## src/rtl/e203_bht_upd_sched.sv

```systemverilog
// e203_bht_upd_sched: arbitrates the single BHT port between IFU lookups and
// queued branch-resolution updates. Each update is a two-cycle
// read-modify-write of the 2-bit counter (RD, then WR) with an optional
// target write.
// The IFU has priority unless it has starved the queue for STARVE_MAX grants.
// Optional build macro: E203_BHT_UPD_MISONLY_EN -- when defined, only
// mispredicting updates are queued and the others are accepted and dropped.
`ifndef E203_PC_SIZE
`define E203_PC_SIZE 32
`endif

module e203_bht_upd_sched #(
  parameter int BHT_IDX_W  = 6,
  parameter int FIFO_DEPTH = 4,
  parameter int STARVE_MAX = 8
) (
  input  logic                      clk,
  input  logic                      rst_n,
  input  logic                      upd_valid,
  output logic                      upd_ready,
  input  logic [`E203_PC_SIZE-1:0]  upd_pc,
  input  logic                      upd_rslv,
  input  logic                      upd_mis,
  input  logic [`E203_PC_SIZE-1:0]  upd_tgt,
  input  logic                      ifu_rd_req,
  input  logic [BHT_IDX_W-1:0]      ifu_rd_idx,
  output logic                      ifu_rd_gnt,
  output logic                      bht_en,
  output logic                      bht_we,
  output logic [BHT_IDX_W-1:0]      bht_idx,
  output logic [1:0]                bht_wcnt,
  output logic                      bht_wtgt_en,
  output logic [`E203_PC_SIZE-1:0]  bht_wtgt,
  input  logic [1:0]                bht_rcnt,
  output logic                      sched_busy
);

  localparam int PC_W  = `E203_PC_SIZE;
  localparam int PTR_W = $clog2(FIFO_DEPTH);
  localparam int CNT_W = $clog2(STARVE_MAX + 1);
  localparam logic [CNT_W-1:0] STARVE_LIM = CNT_W'(STARVE_MAX);
  localparam logic [PTR_W:0]   DEPTH_CNT  = (PTR_W + 1)'(FIFO_DEPTH);

  typedef enum logic [1:0] {ST_IDLE, ST_RD, ST_WR} state_t;

  state_t               state_reg, state_next;
  logic [BHT_IDX_W-1:0] q_idx  [FIFO_DEPTH];
  logic                 q_rslv [FIFO_DEPTH];
  logic [PC_W-1:0]      q_tgt  [FIFO_DEPTH];
  logic [PTR_W-1:0]     wptr_reg, rptr_reg;
  logic [PTR_W:0]       count_reg;
  logic [CNT_W-1:0]     starve_reg;

  logic                 full, empty, force_upd, accept, push, pop;
  logic [BHT_IDX_W-1:0] head_idx;
  logic                 head_rslv;
  logic [PC_W-1:0]      head_tgt;
  logic [1:0]           sat_cnt;

  // Raw (pre-reset-gating) port values from the FSM decode
  logic                 gnt_c, en_c, we_c, wtgt_en_c;
  logic [BHT_IDX_W-1:0] idx_c;
  logic [1:0]           wcnt_c;
  logic [PC_W-1:0]      wtgt_c;

  // PC bit 0 and bits above the index never select a BHT entry
  logic unused_pc_bits;
  assign unused_pc_bits = ^{upd_mis, upd_pc[0], upd_pc[PC_W-1:BHT_IDX_W+1]};

  assign full      = (count_reg == DEPTH_CNT);
  assign empty     = (count_reg == '0);
  assign force_upd = (starve_reg == STARVE_LIM);
  assign head_idx  = q_idx[rptr_reg];
  assign head_rslv = q_rslv[rptr_reg];
  assign head_tgt  = q_tgt[rptr_reg];

  // Ready depends on stored occupancy only, so a pop in the same cycle
  // never opens a slot for a full queue.
  assign upd_ready = rst_n & ~full;
  assign accept    = upd_valid & upd_ready;
`ifdef E203_BHT_UPD_MISONLY_EN
  assign push      = accept & upd_mis;
`else
  assign push      = accept;
`endif
  assign pop       = (state_reg == ST_WR);

  // Saturating 2-bit counter step toward the resolved direction
  always_comb begin
    sat_cnt = bht_rcnt;
    if (head_rslv) begin
      if (bht_rcnt != 2'd3) sat_cnt = bht_rcnt + 2'd1;
    end else begin
      if (bht_rcnt != 2'd0) sat_cnt = bht_rcnt - 2'd1;
    end
  end

  // Next-state and BHT port decode; every output idles at 0 by default
  always_comb begin
    state_next = state_reg;
    gnt_c      = 1'b0;
    en_c       = 1'b0;
    we_c       = 1'b0;
    idx_c      = '0;
    wcnt_c     = 2'd0;
    wtgt_en_c  = 1'b0;
    wtgt_c     = '0;
    case (state_reg)
      ST_IDLE: begin
        gnt_c = ifu_rd_req & ~force_upd;
        if (gnt_c) begin
          en_c  = 1'b1;
          idx_c = ifu_rd_idx;
        end
        if (!empty && (!ifu_rd_req || force_upd)) state_next = ST_RD;
      end
      ST_RD: begin
        en_c       = 1'b1;
        idx_c      = head_idx;
        state_next = ST_WR;
      end
      ST_WR: begin
        en_c       = 1'b1;
        we_c       = 1'b1;
        idx_c      = head_idx;
        wcnt_c     = sat_cnt;
        wtgt_en_c  = head_rslv;
        wtgt_c     = head_tgt;
        state_next = ST_IDLE;
      end
      default: state_next = ST_IDLE;
    endcase
  end

  // Hold every output low while reset is asserted
  assign ifu_rd_gnt  = rst_n & gnt_c;
  assign bht_en      = rst_n & en_c;
  assign bht_we      = rst_n & we_c;
  assign bht_idx     = rst_n ? idx_c : '0;
  assign bht_wcnt    = rst_n ? wcnt_c : 2'd0;
  assign bht_wtgt_en = rst_n & wtgt_en_c;
  assign bht_wtgt    = rst_n ? wtgt_c : '0;
  assign sched_busy  = rst_n & (~empty | (state_reg != ST_IDLE));

  // FSM state register; reset abandons any RMW in flight
  always_ff @(posedge clk or negedge rst_n) begin
    if (!rst_n) state_reg <= ST_IDLE;
    else        state_reg <= state_next;
  end

  // Queue payload storage; validity is tracked by the pointers and count
  always_ff @(posedge clk) begin
    if (push) begin
      q_idx[wptr_reg]  <= upd_pc[BHT_IDX_W:1];
      q_rslv[wptr_reg] <= upd_rslv;
      q_tgt[wptr_reg]  <= upd_tgt;
    end
  end

  // Queue pointers and occupancy; pointers wrap naturally at FIFO_DEPTH
  always_ff @(posedge clk or negedge rst_n) begin
    if (!rst_n) begin
      wptr_reg  <= '0;
      rptr_reg  <= '0;
      count_reg <= '0;
    end else begin
      if (push) wptr_reg <= wptr_reg + 1'b1;
      if (pop)  rptr_reg <= rptr_reg + 1'b1;
      case ({push, pop})
        2'b10:   count_reg <= count_reg + 1'b1;
        2'b01:   count_reg <= count_reg - 1'b1;
        default: count_reg <= count_reg;
      endcase
    end
  end

  // Count IFU wins against a waiting update; cleared when the update starts
  always_ff @(posedge clk or negedge rst_n) begin
    if (!rst_n) begin
      starve_reg <= '0;
    end else if (state_reg == ST_IDLE && state_next == ST_RD) begin
      starve_reg <= '0;
    end else if (state_reg == ST_IDLE && !empty && gnt_c && starve_reg != STARVE_LIM) begin
      starve_reg <= starve_reg + 1'b1;
    end
  end

endmodule
```

## config.mk

```make
export PLATFORM = sky130hd
export DESIGN_NAME = e203_bht_upd_sched
export DESIGN_NICKNAME = d
export VERILOG_FILES = /design/src/rtl/e203_bht_upd_sched.sv
export SDC_FILE = /design/constraint.sdc
export NUM_CORES = 1
export LEC_CHECK = 0
export ABC_AREA = 1
export BUFFER_PORTS_ARGS = -buffer_cell sky130_fd_sc_hd__buf_4
export CAP_MARGIN = 20
export CORE_ASPECT_RATIO = 0.75
export CORE_MARGIN = 2
export CORE_UTILIZATION = 60
export CTS_CLUSTER_DIAMETER = 40
export CTS_CLUSTER_SIZE = 20
export DETAILED_ROUTE_END_ITERATION = 10
export PLACE_DENSITY = 0.85
export SLEW_MARGIN = 15
export SYNTH_ARGS = -nofsm -noshare
export SYNTH_HDL_FRONTEND = slang
export SYNTH_SLANG_ARGS = --single-unit
```

## constraint.sdc

```tcl
create_clock -name clk -period 6.1 [get_ports clk]
set_input_delay 0.915 -clock clk [delete_from_list [all_inputs] [get_ports clk]]
set_output_delay 0.915 -clock clk [all_outputs]
set_load 0.1 [all_outputs]
```

==> results of run 1 <==
[synthesized netlist by cell type (all sizes together)]
| master | n |
|---|---|
| nor2 | 157 |
| edfxtp | 156 |
| o21ai | 90 |
| a21oi | 44 |
| inv | 29 |
| nand2 | 28 |
| buf | 16 |
| clkbuf | 13 |
| dfrtp | 13 |
| ha | 11 |
| nand3 | 10 |
| xor2 | 5 |
| a31oi | 1 |
| fa | 1 |
| o22a | 1 |
| or2 | 1 |
| xnor2 | 1 |
[how the worst min path moves through the flow]
stage / from / endpoint / slack (ns)
global route: rst_n / starve_reg[3]$_DFFE_PN0P_ / 0.35
floorplan: count_reg[0]$_DFFE_PN0P_ / count_reg[0]$_DFFE_PN0P_ / 0.45
global placement: count_reg[0]$_DFFE_PN0P_ / count_reg[0]$_DFFE_PN0P_ / 0.46
finish: rst_n / starve_reg[2]$_DFFE_PN0P_ / 0.33
detailed placement: count_reg[0]$_DFFE_PN0P_ / count_reg[0]$_DFFE_PN0P_ / 0.46
CTS: rst_n / starve_reg[2]$_DFFE_PN0P_ / 0.33
[critical path, stage by stage, from the launching register on]
cell,delay [ns]
dfrtp_2,1.01
inv_2,0.56
nor2_1,0.20
o21ai_0,0.10
a21oi_1,0.30
buf_4,0.36
[power by group]
group	switching (mW)	internal [mW]	total, mW
clock network	0.444	0.688	1.13
logic	1.14	0.380	1.52
registers	0.134	1.42	1.55
total	1.72	2.49	4.20
[through the flow]
step	instance area, µm²	setup slack [ns]	hold slack (ns)	std cells
CTS	8400	2.25	0.332	826
detailed placement	7770	2.56	0.464	794
global route	8400	2.07	0.348	826
global placement	7770	2.63	0.461	794
finish	8400	2.24	0.327	826
floorplan	6960	1.01	0.446	577
[layout make-up]
| class | count | area (µm²) | share of cell area |
|---|---|---|---|
| Clock buffer | 18 | 429 | 0.0511 |
| Sequential cell | 169 | 5010 | 0.597 |
| Clock inverter | 14 | 194 | 0.0231 |
| Tap cell | 144 | 180 | 0.0215 |
| Inverter | 29 | 114 | 0.0136 |
| Timing Repair Buffer | 102 | 766 | 0.0912 |
| Multi-Input combinational cell | 350 | 1700 | 0.203 |
[cell families (layout without fill, tap and decap cells)]
kind of cell,after synthesis,count (layout),share of synthesized area
buf+inv,58,163,0.0401
fa+ha+maj,12,12,0.0226
xor+xnor,6,6,0.00755
flops,169,169,0.720
simple gates,196,196,0.111
compound gates,136,136,0.0985
[metal layers]
layer,vias up,part of all wire
met5,-,0
met4,0,0.0098
met3,13,0.073
met2,178,0.52
met1,2214,0.40
li1,2185,-
==> out/qor.yml, run 1 <==
status: "finished, final reports clean"
top_register: "q_tgt"
powerDensity_mw_per_mm2: 501
setup_viol: 0
cp-end-kind: "output pin"
postCtsSetupBuffers: 0
nets: 759
antenna_cells: 0
synthCells: 577
yosysTopAreaCell: "edfxtp_1"
gr-usage-met3: 0.0705
dieArea_mm2: 0.0125
synthesis.nets: 667
clock_skew_ns: 0.0219
worstPathRequired_ns: 5.18
critPathCapture: "bht_wtgt[23]"
report.final.slew_viol_count: 0
worst_ep_arrival_time_ns: 2.94
reg_top3: "q_tgt (128), q_idx (24)"
wl_per_cell_um: 17.6
busiest_layer: "met2"
ir_worst_vdd_mv: 0.480
grt_pass1_vias: 4692
drive_above_1_share: 0.220
worst_pin_slew_ns: 0.964
finalHoldViolations: 0
overflow: 0
clock-root-buffer: "clkbuf_16"
layout_commonest_cell: "edfxtp_1"
ys_seq_area_frac: 0.720
drt_iter0_markers: 352
syn_to_final_growth_pct: 20.6
slew-limit-headroom: 0.357
drcViolationCount: 0
gp_congestion: 0.817
r2r_slack_ns: 3.65
worstSetupStartpointType: "flop"
clkLatencyLatePin_ns: 0.43
min_period_ns: 3.86
use_met1: 0.297
cts_hold_buf: 0
r2r_cells: 5
rsz0062_at_grt: "false"
leakage_nw: 3.17
ys_seq_elements: 169
worstHoldPathType: "input port to asynchronous set/reset pin"
antenna_left: 0
synth_top_area_frac: 0.673
vias: 4590
avgSynthCellArea_um2: 12.1
first_pass_iters: 5
clkSinkCount: 169
dp_hpwl_um: 8550
die_width_um: 128
rows: 34
fmax_ghz: 0.259
reg2reg_to: "q_tgt[1][3]$_DFFE_PP_"
power_mw: 4.20
path_clk_slew_ns: 0.06
io_buffer_count: 96
wl_um: 14600
drv_cap: 0
largest_reg_flops: 128
grt_usage: 0.243
core-area_mm2: 0.0114
grt_pass1_wl_um: 22700
cts_buffers: 17
r2r_start: "count_reg[0]$_DFFE_PN0P_"
cts_tree: "built"
setup_tns_ns: 0
start_util: 0.608
mostFrequentLayoutCells: "156 x edfxtp_1, 146 x nor2_1, 102 x buf_4"
synth_warnings: 0
io_pins: 124
synth_area_leaders: "edfxtp_1 67%, nor2_1 8.1%, o21ai_0 5.5%, dfrtp_1 4.7%, a21oi_1 3.2%"
crit_path_max_fanout: 46
fin_util: 0.734
grt_max_degree: 79
viasPerCell: 5.56
finalCritPeriodShare: 0.632
num-fill-cells: 736
antenna_found_initial: 0
h-tree-depth: 4
fp.dieH_um: 97.3
clockBufferDepth: 2
synth.distinct_cells: 27
ctsResizeCount: 0
synth_area_mm2: 0.00696
crit_start: "rptr_reg[1]$_DFFE_PN0P_"
path_class: "flop to output pin"
grt_util_met2: 0.421
(Power assumes the default switching activity.)
==> run 2, diff against run 1 <==
--- a/config.mk
+++ b/config.mk
@@ -10,11 +10,11 @@
 export CAP_MARGIN = 20
 export CORE_ASPECT_RATIO = 0.75
 export CORE_MARGIN = 2
-export CORE_UTILIZATION = 60
+export CORE_UTILIZATION = 50
 export CTS_CLUSTER_DIAMETER = 40
 export CTS_CLUSTER_SIZE = 20
 export DETAILED_ROUTE_END_ITERATION = 10
-export PLACE_DENSITY = 0.85
+export PLACE_DENSITY = 0.75
 export SLEW_MARGIN = 15
 export SYNTH_ARGS = -nofsm -noshare
 export SYNTH_HDL_FRONTEND = slang
==> constraint.sdc (replaced) <==
create_clock -name clk -period 3.5 [get_ports clk]
set_input_delay 0.525 -clock clk [delete_from_list [all_inputs] [get_ports clk]]
set_output_delay 0.525 -clock clk [all_outputs]
set_load 0.1 [all_outputs]
==> run 2 against run 1 <==
- clock power increased by 57%
- via count about the same
- wire length increased by 0.93%
- count of clock-buffer cells in the layout increased by 3
- total power increased by 70%
- clock skew decreased by 0.012 ns
- critical path depth unchanged
- sequential power increased by 70%
- setup slack got worse by 1.8 ns
- critical endpoint is now bht_wcnt[1]
- largest cell class unchanged
==> out/qor.yml, run 2 (same netlist as run 1, synthesis figures left out) <==
multi_input_area_mm2: 0.00172
grt_usage: 0.205
fp.dieH_um: 106
path_cells: "inv_2 > o21ai_0 > o22a_1 > a21oi_2 > buf_4"
worst-path-stages: 5
hp-start: "upd_tgt[25]"
ir_worst_vdd_mv: 0.527
crit_start: "rptr_reg[1]$_DFFE_PN0P_"
r2r_start: "count_reg[0]$_DFFE_PN0P_"
instances_no_fill: 861
cpLargestDelayFamily: "buffers and inverters"
cp-end-kind: "output pin"
setup_tns_ns: 0
reg_top3: "q_tgt (128), q_idx (24)"
clkSinkCount: 169
rows: 37
clkLatencyLatePin_ns: 0.42
drcViolationCount: 0
num-fill-cells: 1018
grt_pass1_wl_um: 23100
syn_to_final_growth_pct: 21.2
layout_commonest_cell: "edfxtp_1"
worst_pin_slew_ns: 0.750
antenna_cells: 0
path_clk_slew_ns: 0.06
slew-limit-headroom: 0.499
worstHoldPathType: "input port to flop"
ctsResizeCount: 0
largest_reg_flops: 128
die_width_um: 140
rsz0062_at_grt: "false"
clock_skew_ns: 0.00962
clockBufferDepth: 2
dieArea_mm2: 0.0149
dp.cells: 828
top_register: "q_tgt"
drive_above_1_share: 0.227
hold_depth: 1
core-area_mm2: 0.0137
worst_ep_arrival_time_ns: 2.54
mostFrequentLayoutCells: "156 x edfxtp_1, 146 x nor2_1, 105 x buf_4"
viasPerCell: 5.33
grt_pass1_vias: 4514
crit_path_max_fanout: 34
grt_max_degree: 79
drt_iter0_markers: 279
finalHoldViolations: 0
min_period_ns: 3.06
final-seq-area_mm2: 0.00501
io_pins: 124
fmax_ghz: 0.327
worstPathRequired_ns: 2.97
power_mw: 7.15
r2r_cells: 5
report.final.slew_viol_count: 0
drv_cap: 0
leakage_nw: 3.17
start_util: 0.510
status: "finished, final reports clean"
gp_congestion: 0.759
first_pass_iters: 7
cts_buffers: 17
vias: 4591
slowest_delay_ns: 0.63
powerDensity_mw_per_mm2: 848
worstSetupStartpointType: "flop"
worst-path-buf-inv: 2
dp_hpwl_um: 8430
nets: 763
overflow: 0
path_class: "flop to output pin"
setup_viol: 0
io_buffer_count: 96
finalCritPeriodShare: 0.874
h-tree-depth: 4
antenna_left: 0
clock-root-buffer: "clkbuf_16"
wl_per_cell_um: 17.1
antenna_found_initial: 0
cts_tree: "built"
crit_slowest_cell: "inv_2"
wl_um: 14700
==> run 2: changes by cell type in the layout (fill, tap and decap cells not counted), moves of 2 or more <==
cell | before | now
a21oi_2 | 0 | 2
clkbuf_16 | 17 | 19
a21oi_1 | 44 | 42
buf_4 | 102 | 105
bufinv_16 | 4 | 0
==> run 2: worst reg2reg max path, cell delays in order, from the launching register on <==
cell     delay (ns)
dfrtp_1        0.36
inv_1          0.10
a31oi_2        0.21
nand2_2        0.22
nor2_4         0.64
buf_4          0.34
==> run 2: routing by layer <==
metal	vias up	part of all wire	track usage
li1	2199	-	-
met1	2233	0.43	0.258
met2	150	0.50	0.355
met3	9	0.068	0.0622
met4	0	0.0063	0.0433
met5	-	0	0
==> run 2: per-stage QoR <==
step                      instance area (µm²)  worst slack (ns)  utilization  hold WS [ns]
after floorplan                          6980            0.0919            -         0.229
after global placement                   7850             0.898        0.575         0.393
after detailed placement                 7850             0.878        0.575         0.399
after CTS                                8430             0.429        0.618         0.295
after global routing                     8430             0.302        0.618         0.292
final                                    8430             0.440        0.618         0.301
==> run 2: power breakdown <==
group / switching, mW / total, mW / internal (mW)
combinational: 2.07 / 2.74 / 0.678
clock: 0.750 / 1.77 / 1.02
sequential: 0.166 / 2.64 / 2.47
total: 2.98 / 7.15 / 4.17
==> run 2: worst paths after layout <==
kind / endpoint / slack (ns)
setup / recovery: bht_wcnt[1] / 0.44
hold / removal: q_tgt[1][25]$_DFFE_PP_ / 0.30
setup reg to reg: q_tgt[2][3]$_DFFE_PP_ / 1.32
hold reg to reg: count_reg[0]$_DFFE_PN0P_ / 0.47
max in group asynchronous: rptr_reg[1]$_DFFE_PN0P_ / 2.80
min in group asynchronous: count_reg[0]$_DFFE_PN0P_ / 0.49
==> run 2: cell type report <==
class / count / share of cell area
clock buffers: 21 / 0.0584
clock inverters: 11 / 0.00979
inverters: 29 / 0.0135
multi-input cells: 350 / 0.203
flip-flops and latches: 169 / 0.594
well taps: 175 / 0.0260
repair buffers: 106 / 0.0946
==> run 2: timing repair <==
action	4_1_cts	5_1_grt
setup buffers	0	0
setup endpoints to repair	0	0
hold endpoints to repair	13	0
hold buffers	1	0
